## config.mk

```make
export PLATFORM = sky130hd
export DESIGN_NAME = branch_ctrl_flat
export DESIGN_NICKNAME = d
export VERILOG_FILES = /design/src/rtl/branch_ctrl_if.sv /design/src/rtl/branch_ctrl.sv /design/src/flat_wrapper.sv
export SDC_FILE = /design/constraint.sdc
export NUM_CORES = 1
export LEC_CHECK = 0
export ABC_CLOCK_PERIOD_IN_PS = 4000
export CORE_MARGIN = 2
export CORE_UTILIZATION = 49
export DETAILED_ROUTE_END_ITERATION = 8
export PLACE_DENSITY = 0.81
export RECOVER_POWER = 25
export SKIP_LAST_GASP = 1
export SLEW_MARGIN = 25
export SYNTH_ARGS = -nofsm -noshare
export SYNTH_HDL_FRONTEND = slang
export SYNTH_SLANG_ARGS = --single-unit
export TNS_END_PERCENT = 20
```

## constraint.sdc

```tcl
create_clock -name clk -period 4 [get_ports clk]
set_input_delay 0.8 -clock clk [delete_from_list [all_inputs] [get_ports clk]]
set_output_delay 0.8 -clock clk [all_outputs]
set_load 0.05 [all_outputs]
```

## src/rtl/branch_ctrl_if.sv

```systemverilog
// Bus between branch_ctrl and the core: IF prediction lookup, EX branch
// presentation, comparator drive/result, and redirect/flush controls.
interface branch_ctrl_if;
  logic [31:0] if_pc;
  logic        pred_taken;
  logic        ex_valid;
  logic        ex_is_branch;
  logic        ex_stall;
  logic [31:0] ex_pc;
  logic [31:0] ex_target;
  logic        ex_pred_taken;
  logic [2:0]  ex_funct3;
  logic [31:0] ex_rs1;
  logic [31:0] ex_rs2;
  logic [31:0] cmp_a;
  logic [31:0] cmp_b;
  logic [2:0]  cmp_op;
  logic        br_en;
  logic        redirect_valid;
  logic [31:0] redirect_pc;
  logic        flush;
  logic        illegal_br;

  // Redirect handshake: redirect_valid is a single-cycle pulse with no
  // back-pressure; fetch must take redirect_pc in the cycle it is high.
  modport slave (
    input  if_pc, ex_valid, ex_is_branch, ex_stall, ex_pc, ex_target,
           ex_pred_taken, ex_funct3, ex_rs1, ex_rs2, br_en,
    output pred_taken, cmp_a, cmp_b, cmp_op, redirect_valid, redirect_pc,
           flush, illegal_br
  );

  modport master (
    output if_pc, ex_valid, ex_is_branch, ex_stall, ex_pc, ex_target,
           ex_pred_taken, ex_funct3, ex_rs1, ex_rs2, br_en,
    input  pred_taken, cmp_a, cmp_b, cmp_op, redirect_valid, redirect_pc,
           flush, illegal_br
  );
endinterface

```

## src/rtl/branch_ctrl.sv

```systemverilog
// Branch resolution controller: 2-bit BHT prediction, EX resolution, redirect
// and multi-cycle flush. Optional counters enabled by BRANCH_CTRL_STATS_EN.
module branch_ctrl #(
  parameter int BHT_ENTRIES  = 64,
  parameter int FLUSH_CYCLES = 2
) (
  input  logic clk,
  input  logic rst_n,
  branch_ctrl_if.slave bus,
  output logic dbg_state
`ifdef BRANCH_CTRL_STATS_EN
  ,
  output logic [31:0] stat_branches,
  output logic [31:0] stat_mispredicts
`endif
);

  localparam int IDX_W = $clog2(BHT_ENTRIES);
  localparam int CNT_W = (FLUSH_CYCLES > 1) ? $clog2(FLUSH_CYCLES) : 1;

  typedef enum logic {
    IDLE  = 1'b0,
    FLUSH = 1'b1
  } state_t;

  state_t             state_q, state_d;
  logic [CNT_W-1:0]   cnt_q, cnt_d;
  logic               redirect_valid_q, redirect_valid_d;
  logic [31:0]        redirect_pc_q, redirect_pc_d;
  logic               flush_q, flush_d;
  logic               illegal_q, illegal_d;
  logic [1:0]         bht_q [BHT_ENTRIES];
  logic [1:0]         bht_d [BHT_ENTRIES];

  logic [IDX_W-1:0]   idx_if, idx_ex;
  logic               reserved, resolve, actual, mispredict;
  logic [31:0]        target;
  logic               unused_pc_bits;

  assign bus.cmp_a  = bus.ex_rs1;
  assign bus.cmp_b  = bus.ex_rs2;
  assign bus.cmp_op = bus.ex_funct3;

  assign idx_if         = bus.if_pc[IDX_W+1:2];
  assign idx_ex         = bus.ex_pc[IDX_W+1:2];
  assign unused_pc_bits = ^{bus.if_pc[31:IDX_W+2], bus.if_pc[1:0]};

  // Read sees the pre-update counter; no bypass from a same-cycle EX write.
  assign bus.pred_taken = bht_q[idx_if][1];

  assign reserved   = (bus.ex_funct3[2:1] == 2'b01);
  assign resolve    = bus.ex_valid & bus.ex_is_branch & ~bus.ex_stall & (state_q == IDLE);
  assign actual     = ~reserved & bus.br_en;
  assign mispredict = resolve & (actual != bus.ex_pred_taken);
  assign target     = actual ? bus.ex_target : bus.ex_pc + 32'd4;

  always_comb begin
    state_d          = state_q;
    cnt_d            = cnt_q;
    redirect_valid_d = 1'b0;
    redirect_pc_d    = redirect_pc_q;
    flush_d          = 1'b0;
    illegal_d        = resolve & reserved;
    case (state_q)
      IDLE: begin
        if (mispredict) begin
          state_d          = FLUSH;
          redirect_valid_d = 1'b1;
          redirect_pc_d    = target;
          flush_d          = 1'b1;
          cnt_d            = CNT_W'(FLUSH_CYCLES - 1);
        end
      end
      FLUSH: begin
        if (cnt_q == '0) begin
          state_d = IDLE;
        end else begin
          cnt_d   = cnt_q - CNT_W'(1);
          flush_d = 1'b1;
        end
      end
      default: state_d = IDLE;
    endcase
  end

  always_comb begin
    bht_d = bht_q;
    if (resolve && !reserved) begin
      if (actual) begin
        if (bht_q[idx_ex] != 2'b11) bht_d[idx_ex] = bht_q[idx_ex] + 2'b01;
      end else begin
        if (bht_q[idx_ex] != 2'b00) bht_d[idx_ex] = bht_q[idx_ex] - 2'b01;
      end
    end
  end

  always_ff @(posedge clk or negedge rst_n) begin
    if (!rst_n) begin
      state_q          <= IDLE;
      cnt_q            <= '0;
      redirect_valid_q <= 1'b0;
      redirect_pc_q    <= 32'd0;
      flush_q          <= 1'b0;
      illegal_q        <= 1'b0;
      for (int i = 0; i < BHT_ENTRIES; i++) bht_q[i] <= 2'b01;
    end else begin
      state_q          <= state_d;
      cnt_q            <= cnt_d;
      redirect_valid_q <= redirect_valid_d;
      redirect_pc_q    <= redirect_pc_d;
      flush_q          <= flush_d;
      illegal_q        <= illegal_d;
      bht_q            <= bht_d;
    end
  end

  assign bus.redirect_valid = redirect_valid_q;
  assign bus.redirect_pc    = redirect_pc_q;
  assign bus.flush          = flush_q;
  assign bus.illegal_br     = illegal_q;
  assign dbg_state          = state_q;

`ifdef BRANCH_CTRL_STATS_EN
  logic [31:0] stat_branches_q, stat_branches_d;
  logic [31:0] stat_mispredicts_q, stat_mispredicts_d;

  always_comb begin
    stat_branches_d    = stat_branches_q;
    stat_mispredicts_d = stat_mispredicts_q;
    if (resolve && stat_branches_q != 32'hFFFF_FFFF)
      stat_branches_d = stat_branches_q + 32'd1;
    if (mispredict && stat_mispredicts_q != 32'hFFFF_FFFF)
      stat_mispredicts_d = stat_mispredicts_q + 32'd1;
  end

  always_ff @(posedge clk or negedge rst_n) begin
    if (!rst_n) begin
      stat_branches_q    <= 32'd0;
      stat_mispredicts_q <= 32'd0;
    end else begin
      stat_branches_q    <= stat_branches_d;
      stat_mispredicts_q <= stat_mispredicts_d;
    end
  end

  assign stat_branches    = stat_branches_q;
  assign stat_mispredicts = stat_mispredicts_q;
`endif

endmodule

```

## src/flat_wrapper.sv

```systemverilog
// flat-port wrapper written by rule: the top's interface ports become plain ports
module branch_ctrl_flat 
#(
  parameter int BHT_ENTRIES  = 64,
  parameter int FLUSH_CYCLES = 2
)
  (clk, rst_n, dbg_state, bus_if_pc, bus_ex_valid, bus_ex_is_branch, bus_ex_stall, bus_ex_pc, bus_ex_target, bus_ex_pred_taken, bus_ex_funct3, bus_ex_rs1, bus_ex_rs2, bus_br_en, bus_pred_taken, bus_cmp_a, bus_cmp_b, bus_cmp_op, bus_redirect_valid, bus_redirect_pc, bus_flush, bus_illegal_br);
  branch_ctrl_if bus_i ();
  input  logic clk;
  input  logic rst_n;
  output logic dbg_state;
  input wire logic [$bits(bus_i.if_pc)-1:0] bus_if_pc;
  input wire logic [$bits(bus_i.ex_valid)-1:0] bus_ex_valid;
  input wire logic [$bits(bus_i.ex_is_branch)-1:0] bus_ex_is_branch;
  input wire logic [$bits(bus_i.ex_stall)-1:0] bus_ex_stall;
  input wire logic [$bits(bus_i.ex_pc)-1:0] bus_ex_pc;
  input wire logic [$bits(bus_i.ex_target)-1:0] bus_ex_target;
  input wire logic [$bits(bus_i.ex_pred_taken)-1:0] bus_ex_pred_taken;
  input wire logic [$bits(bus_i.ex_funct3)-1:0] bus_ex_funct3;
  input wire logic [$bits(bus_i.ex_rs1)-1:0] bus_ex_rs1;
  input wire logic [$bits(bus_i.ex_rs2)-1:0] bus_ex_rs2;
  input wire logic [$bits(bus_i.br_en)-1:0] bus_br_en;
  output wire logic [$bits(bus_i.pred_taken)-1:0] bus_pred_taken;
  output wire logic [$bits(bus_i.cmp_a)-1:0] bus_cmp_a;
  output wire logic [$bits(bus_i.cmp_b)-1:0] bus_cmp_b;
  output wire logic [$bits(bus_i.cmp_op)-1:0] bus_cmp_op;
  output wire logic [$bits(bus_i.redirect_valid)-1:0] bus_redirect_valid;
  output wire logic [$bits(bus_i.redirect_pc)-1:0] bus_redirect_pc;
  output wire logic [$bits(bus_i.flush)-1:0] bus_flush;
  output wire logic [$bits(bus_i.illegal_br)-1:0] bus_illegal_br;
  assign bus_i.if_pc = bus_if_pc;
  assign bus_i.ex_valid = bus_ex_valid;
  assign bus_i.ex_is_branch = bus_ex_is_branch;
  assign bus_i.ex_stall = bus_ex_stall;
  assign bus_i.ex_pc = bus_ex_pc;
  assign bus_i.ex_target = bus_ex_target;
  assign bus_i.ex_pred_taken = bus_ex_pred_taken;
  assign bus_i.ex_funct3 = bus_ex_funct3;
  assign bus_i.ex_rs1 = bus_ex_rs1;
  assign bus_i.ex_rs2 = bus_ex_rs2;
  assign bus_i.br_en = bus_br_en;
  assign bus_pred_taken = bus_i.pred_taken;
  assign bus_cmp_a = bus_i.cmp_a;
  assign bus_cmp_b = bus_i.cmp_b;
  assign bus_cmp_op = bus_i.cmp_op;
  assign bus_redirect_valid = bus_i.redirect_valid;
  assign bus_redirect_pc = bus_i.redirect_pc;
  assign bus_flush = bus_i.flush;
  assign bus_illegal_br = bus_i.illegal_br;
  branch_ctrl #(.BHT_ENTRIES(BHT_ENTRIES), .FLUSH_CYCLES(FLUSH_CYCLES)) u_core (.clk(clk), .rst_n(rst_n), .bus(bus_i), .dbg_state(dbg_state));
endmodule
```

# Yosys cells after proc, flatten, opt, wreduce, memory -nomap -nowiden
# Cells that the tools add are included.
# word_totals
mem_count,0
mem_bits_rw,0
out_inout_bits,104
mem_bits_ro,0
ff_bits,164
in_bits,170
wordCells,120
latchBits,0
# op_classes
muxes,21
add_sub_neg,4
n_bitwise,11
n_eq_ne,5
mul,0
reduce_logical,7
shift,0
magnitude_cmp,3
div,0
# ops
op,n
2-to-1 mux 128 bit,3
bitwise mux 128 bit,2
adder 32 x 3 -> 32 bit (second input constant),1
2-to-1 mux 32 bit,1
binary-select mux 2 bit (select 6 bit),2
>= comparator 7 bit (second input constant),2
inverter 6 -> 7 bit,2
demux 2 bit (select 6 bit),1
2-to-1 mux 2 bit,5
< comparator 7 x 1 -> 1 bit (second input constant),1
AND 1 bit,6
2-to-1 mux 1 bit,5
inequality test 2 bit (second input constant),2
case mux 1 bit (2 select lines),2
nonzero test 2 bit,2
inverter 1 bit,3
AND reduction 3 bit,1
adder 2 x 1 -> 2 bit (second input constant),1
equality test 2 x 1 -> 1 bit (second input constant),1
logical AND 1 bit,2
inequality test 2 x 1 -> 1 bit (second input constant),1
AND reduction 2 bit,1
subtractor 2 x 1 -> 2 bit (second input constant),1
zero test 1 bit,1
2 further kinds,2

# Longest topological paths before layout
# Gate-level depths: netlist (run 1).
# depth
ltp_word,8
ltp_mapped,16
mapped_depth_nobuf,11

# Worst setup path before layout (run 1)
# OpenSTA, ideal clock, no wires.
# synth_path
path_kind,input to register
start,input bus_ex_pc[2]
end,register u_core.bht_q[21] (netlist name)
path_stages,13
path_buffers,3
t_arrival_ns,3.742
path_slack_ns,0.134
required_time_ns,3.875
setup_time_ns,0.125
path_cell_list,buf_6 -> buf_12 -> buf_12 -> mux4_2 -> and3_4 -> a2111oi_4 -> nand4_1 -> ha_1 -> mux2i_1 -> nand3_1 -> nor3_1 -> nand3_1 -> mux2_2
# synth_between
elab_chain_len,8
elab_cells_between_ends,21
classes_between,add/sub: 2; order compare: 2; eq/ne: 2; mux: 10; bitwise: 1; reduce/logical: 4
# synth_rtl
item,line_no,rtl
from (decl),flat_wrapper.sv:16,input wire logic [$bits(bus_i.ex_pc)-1:0] bus_ex_pc;
inverter 6 -> 7 bit (not written as such) *,"branch_ctrl.sv:90, branch_ctrl.sv:92",
"binary-select mux 2 bit (select 6 bit), or another cell as far along","branch_ctrl.sv:90, branch_ctrl.sv:92",
2-to-1 mux 2 bit (not written as such) or logical AND 1 bit (tied branches),"branch_ctrl.sv:90, branch_ctrl.sv:92",
2-to-1 mux 2 bit (not written as such),"branch_ctrl.sv:90, branch_ctrl.sv:92",
"subtractor 2 x 1 -> 2 bit, or another cell as far along",branch_ctrl.sv:92,if (bht_q[idx_ex] != 2'b00) bht_d[idx_ex] = bht_q[idx_ex] - 2'b01;
"bitwise mux 128 bit, on equally long branches","branch_ctrl.sv:92, branch_ctrl.sv:90",
"2-to-1 mux 128 bit, on equally long branches","branch_ctrl.sv:92, branch_ctrl.sv:90",
2-to-1 mux 128 bit,branch_ctrl.sv:89,if (actual) begin
to (signal assigned),branch_ctrl.sv:113,bht_q <= bht_d;
to (decl),branch_ctrl.sv:32,logic [1:0] bht_q [BHT_ENTRIES];
# Every way passes the cells marked *; elsewhere a longest branch is shown, timed or not. The select of a mux whose other input is x is not followed.
# A chain may end at the register's enable or synchronous reset.

# Worst setup path after layout (run 1)
# layout_path
start,input bus_ex_pc[2]
end,register u_core.bht_q[107] (netlist name)
# Same word-level chain as after synthesis.

==> key figures, run 1 <==
Critical path
  • CP Cell Sequence: buf_2 > buf_12 > and2b_1 > a221oi_1 > nor2_1 > a2111oi_4 > nand4_1 > ha_1 > mux2i_1 > and3_1 > buf_4 > nand2_1 > nor2_1 > mux2_2
  • Most frequent CP cell: nor2_1
  • Crit path required time: 4.31 ns
  • Maximum fanout along the worst path: 15
  • CP arrival: 4.17 ns
  • Crit Path Class: primary input to flop
  • Critical Path End Type: flop
  • CP peak stage delay: 0.42 ns
  • Dominant delay contributor by cell family on the critical path: simple AND/OR/NAND/NOR gates
  • Buf/Inv on CP: 3
  • Startpoint type of the worst setup path: primary input
  • Slowest cell on crit path: a2111oi_4

Yosys
  • Cells after Synth: 877
  • Synthesized flop and latch total: 164
  • Number of synthesized flops with an enable pin: 0
  • Leading area contributor after synthesis: dfrtp_1
  • Top cell type's share of synthesized area: 0.253
  • Largest family of logic cells by synthesized area: multiplexers
  • Netlist area before placement: 9890 um^2
  • Mux cell area share after synthesis: 0.260
  • Post-synthesis compound-gate area fraction: 0.0802
  • Avg Cell Area, Syn: 11.3 um^2
  • Post-Synth Adder-Cell Area: 0.00380
  • Syn Nets: 1050
  • Post-synthesis simple-gate area fraction: 0.127
  • Unique masters post-synth: 71
  • Synth area leaders: dfrtp_1, dfstp_2, mux2_2
  • Yosys warns: 0
  • Ys async rst share: 1.00
  • Seq/Total Area, Yosys: 0.423
  • Post-Synth XOR/XNOR Area: 0.0213
  • Synth Flop Type: dfrtp_1

Route
  • Remaining antenna violation count after routing: 0
  • DR pass1 iterations: 5
  • Top sig layer: met5
  • Vias per cell: 6.13
  • DR WL met2: 13.9 mm
  • Final wirelength: 28.3 mm
  • DR iter-0 viols: 762
  • DRC errors left: 0
  • Drt wl/cell: 22.7 um
  • Wire length on met3: 2.34 mm
  • WL met1: 11.0 mm
  • Vias: 7659

CTS
  • Clock sinks: 164
  • CTS H-Tree Depth: 4
  • Clock transition at path regs: 0.07 ns
  • Clk root buf: clkbuf_16
  • Number of setup buffers added after CTS: 0
  • Buffers from clock root to sink, at most: 2
  • Worst skew pair latency: 0.43 ns
  • CTS tree: built
  • Cts bufs inserted: 17

Die
  • Die Wd: 146 um
  • I/O pins: 274
  • Core Rows: 51
  • Total die area: 21300 um^2
  • Initial cell density of the core: 0.503
  • Core area: 19700 um^2
  • Chip height: 146 um

Timing
  • Total negative slack: 0 ns
  • Final Hold Viols: 0
  • Relative slew slack: -1.05
  • Slew Viols, Final: 66
  • Hold Slack: 0.484 ns
  • Worst-margin pin slew: 3.08 ns
  • Final Skew: 0.0114 ns
  • RSZ-0062 raised after global routing: true
  • Max Clock Freq: 259 MHz
  • Period utilization: 0.964
  • Minimum clock period: 3.86 ns
  • Final setup viols: 0

Pwr
  • Total power: 4600 uW
  • Pwr Density: 389 nW/um^2
  • Leakage: 0.00504 uW
  • Worst VDD drop: 0.000276 V

Placement
  • Placed wire-length estimate: 20.6 mm
  • PortBufs: 117
  • GP Congestion: 0.948

Finish
  • Proportion of layout cells with a drive suffix above 1: 0.362
  • Final core occ: 0.601
  • Fill cell count: 1597
  • Nets: 1144
  • Area added between synthesis and finish: 19.5%
  • Ant diodes: 0

Run
  • # Max-Cap Violations: 1

Global route
  • Pin count of the biggest net entering global routing: 69
  • Vias in the first global route: 7904
  • First-pass GRT wire length: 44.2 mm
  • GR Util All Layers: 0.265
  • Congestion Overflow GR: 0
  • Antenna violations before repair: 0

Outcome
  • Violations in the final reports: capacitance limit, slew limit
  • Status: complete, but fails checks

Worst hold path
  • Worst Hold Class: flop to flop
[cells by family after synthesis]
group	after synthesis
AOI/OAI and AO/OA	107
xor gates and xnor gates	24
adders and majority gates	3
buffers and inverters	124
DFF	164
muxes	201
and+or+nand+nor	254
[final timing paths]
path	start	end	slack (ns)	depth (start not counted)
worst max register to register	u_core.bht_q[53]	u_core.bht_q[107]	0.64	12
worst max-delay path	bus_ex_pc[2]	u_core.bht_q[107]	0.14	14
worst min-delay path	u_core.bus.redirect_pc[9]	u_core.bus.redirect_pc[9]	0.48	2
max in group asynchronous	rst_n	u_core.bht_q[55]	0.73	1
min in group asynchronous	rst_n	u_core.bht_q[81]	1.49	1
worst min register to register	u_core.bus.redirect_pc[9]	u_core.bus.redirect_pc[9]	0.48	2
[area by class of cell]
cell class,instances,area (um^2),share of cell area
well taps,265,332,0.0281
clock inverters,15,144,0.0122
repair buffers,189,1790,0.152
inverters,10,37.5,0.00318
clock buffers,17,425,0.0360
flip-flops and latches,164,4180,0.354
multi-input cells,589,4890,0.414
[cell usage in the layout, fill, tap and decap left out, types with 15 or more instances in the layout]
master / count
clkbuf_16: 17
mux2_2: 141
nand3_1: 27
a21oi_1: 15
nor2_1: 59
clkdlybuf4s50_1: 112
buf_4: 65
mux2i_1: 31
dfstp_2: 64
o21ai_0: 21
nand2_1: 85
xor2_1: 16
mux4_2: 24
dfrtp_1: 100
[layer usage]
| metal | global-route usage | up-vias |
|---|---|---|
| li1 | - | 3350 |
| met1 | 0.329 | 3814 |
| met2 | 0.438 | 396 |
| met3 | 0.0738 | 97 |
| met4 | 0.106 | 2 |
| met5 | 0.0205 | - |
[where the power goes]
| part | internal (uW) | total, uW | switching (uW) |
|---|---|---|---|
| Combinational | 428 | 1090 | 659 |
| Clock | 872 | 1610 | 734 |
| Sequential | 1820 | 1910 | 87.2 |
| Total | 3120 | 4600 | 1480 |
[synthesized netlist by cell type (7+ instances only)]
master / instances
and3_1: 11
o211ai_1: 7
xnor2_1: 8
dfstp_2: 64
inv_1: 7
nand3_1: 27
nor2b_1: 7
clkbuf_1: 18
mux2i_1: 31
mux4_2: 24
dfrtp_1: 100
nor2_1: 61
mux2_2: 141
nand2_1: 85
a21oi_1: 15
a221oi_1: 14
o21ai_0: 21
xor2_1: 16
buf_4: 73
nor3_1: 14
o221ai_1: 9
nand4_1: 13
buf_2: 13
[metrics by stage]
| step | worst slack [ns] | cell area, um^2 | instances |
|---|---|---|---|
| floorplan | 0.134 | 9890 | 877 |
| global placement | -0.110 | 11200 | 1217 |
| detailed placement | -0.209 | 11200 | 1217 |
| CTS | 0.198 | 11800 | 1249 |
| global route | -0.0290 | 11800 | 1249 |
| finish | 0.145 | 11800 | 1249 |
[worst min-delay path, stage by stage, from the launching register on]
cell	delay (ns)
dfrtp_1	0.35
nand2_1	0.05
o21ai_0	0.06
[timing repair]
action                                 4_1_cts  5_1_grt
setup endpoints to repair                    0        5
endpoints found under the hold margin        0        0
gates resized for setup                      0        1
hold buffers                                 0        0
Power figures use the tool's default switching activity.
==> inputs of run 2 (changes only) <==
--- a/config.mk
+++ b/config.mk
@@ -8,9 +8,11 @@
 export ABC_CLOCK_PERIOD_IN_PS = 4000
 export CORE_MARGIN = 2
 export CORE_UTILIZATION = 49
+export CTS_CLUSTER_DIAMETER = 150
 export DETAILED_ROUTE_END_ITERATION = 8
 export PLACE_DENSITY = 0.81
 export RECOVER_POWER = 25
+export SKIP_CTS_REPAIR_TIMING = 1
 export SKIP_LAST_GASP = 1
 export SLEW_MARGIN = 25
 export SYNTH_ARGS = -nofsm -noshare
==> results of run 2 <==
Final layout, timing and power as in run 1 (identical DEF).
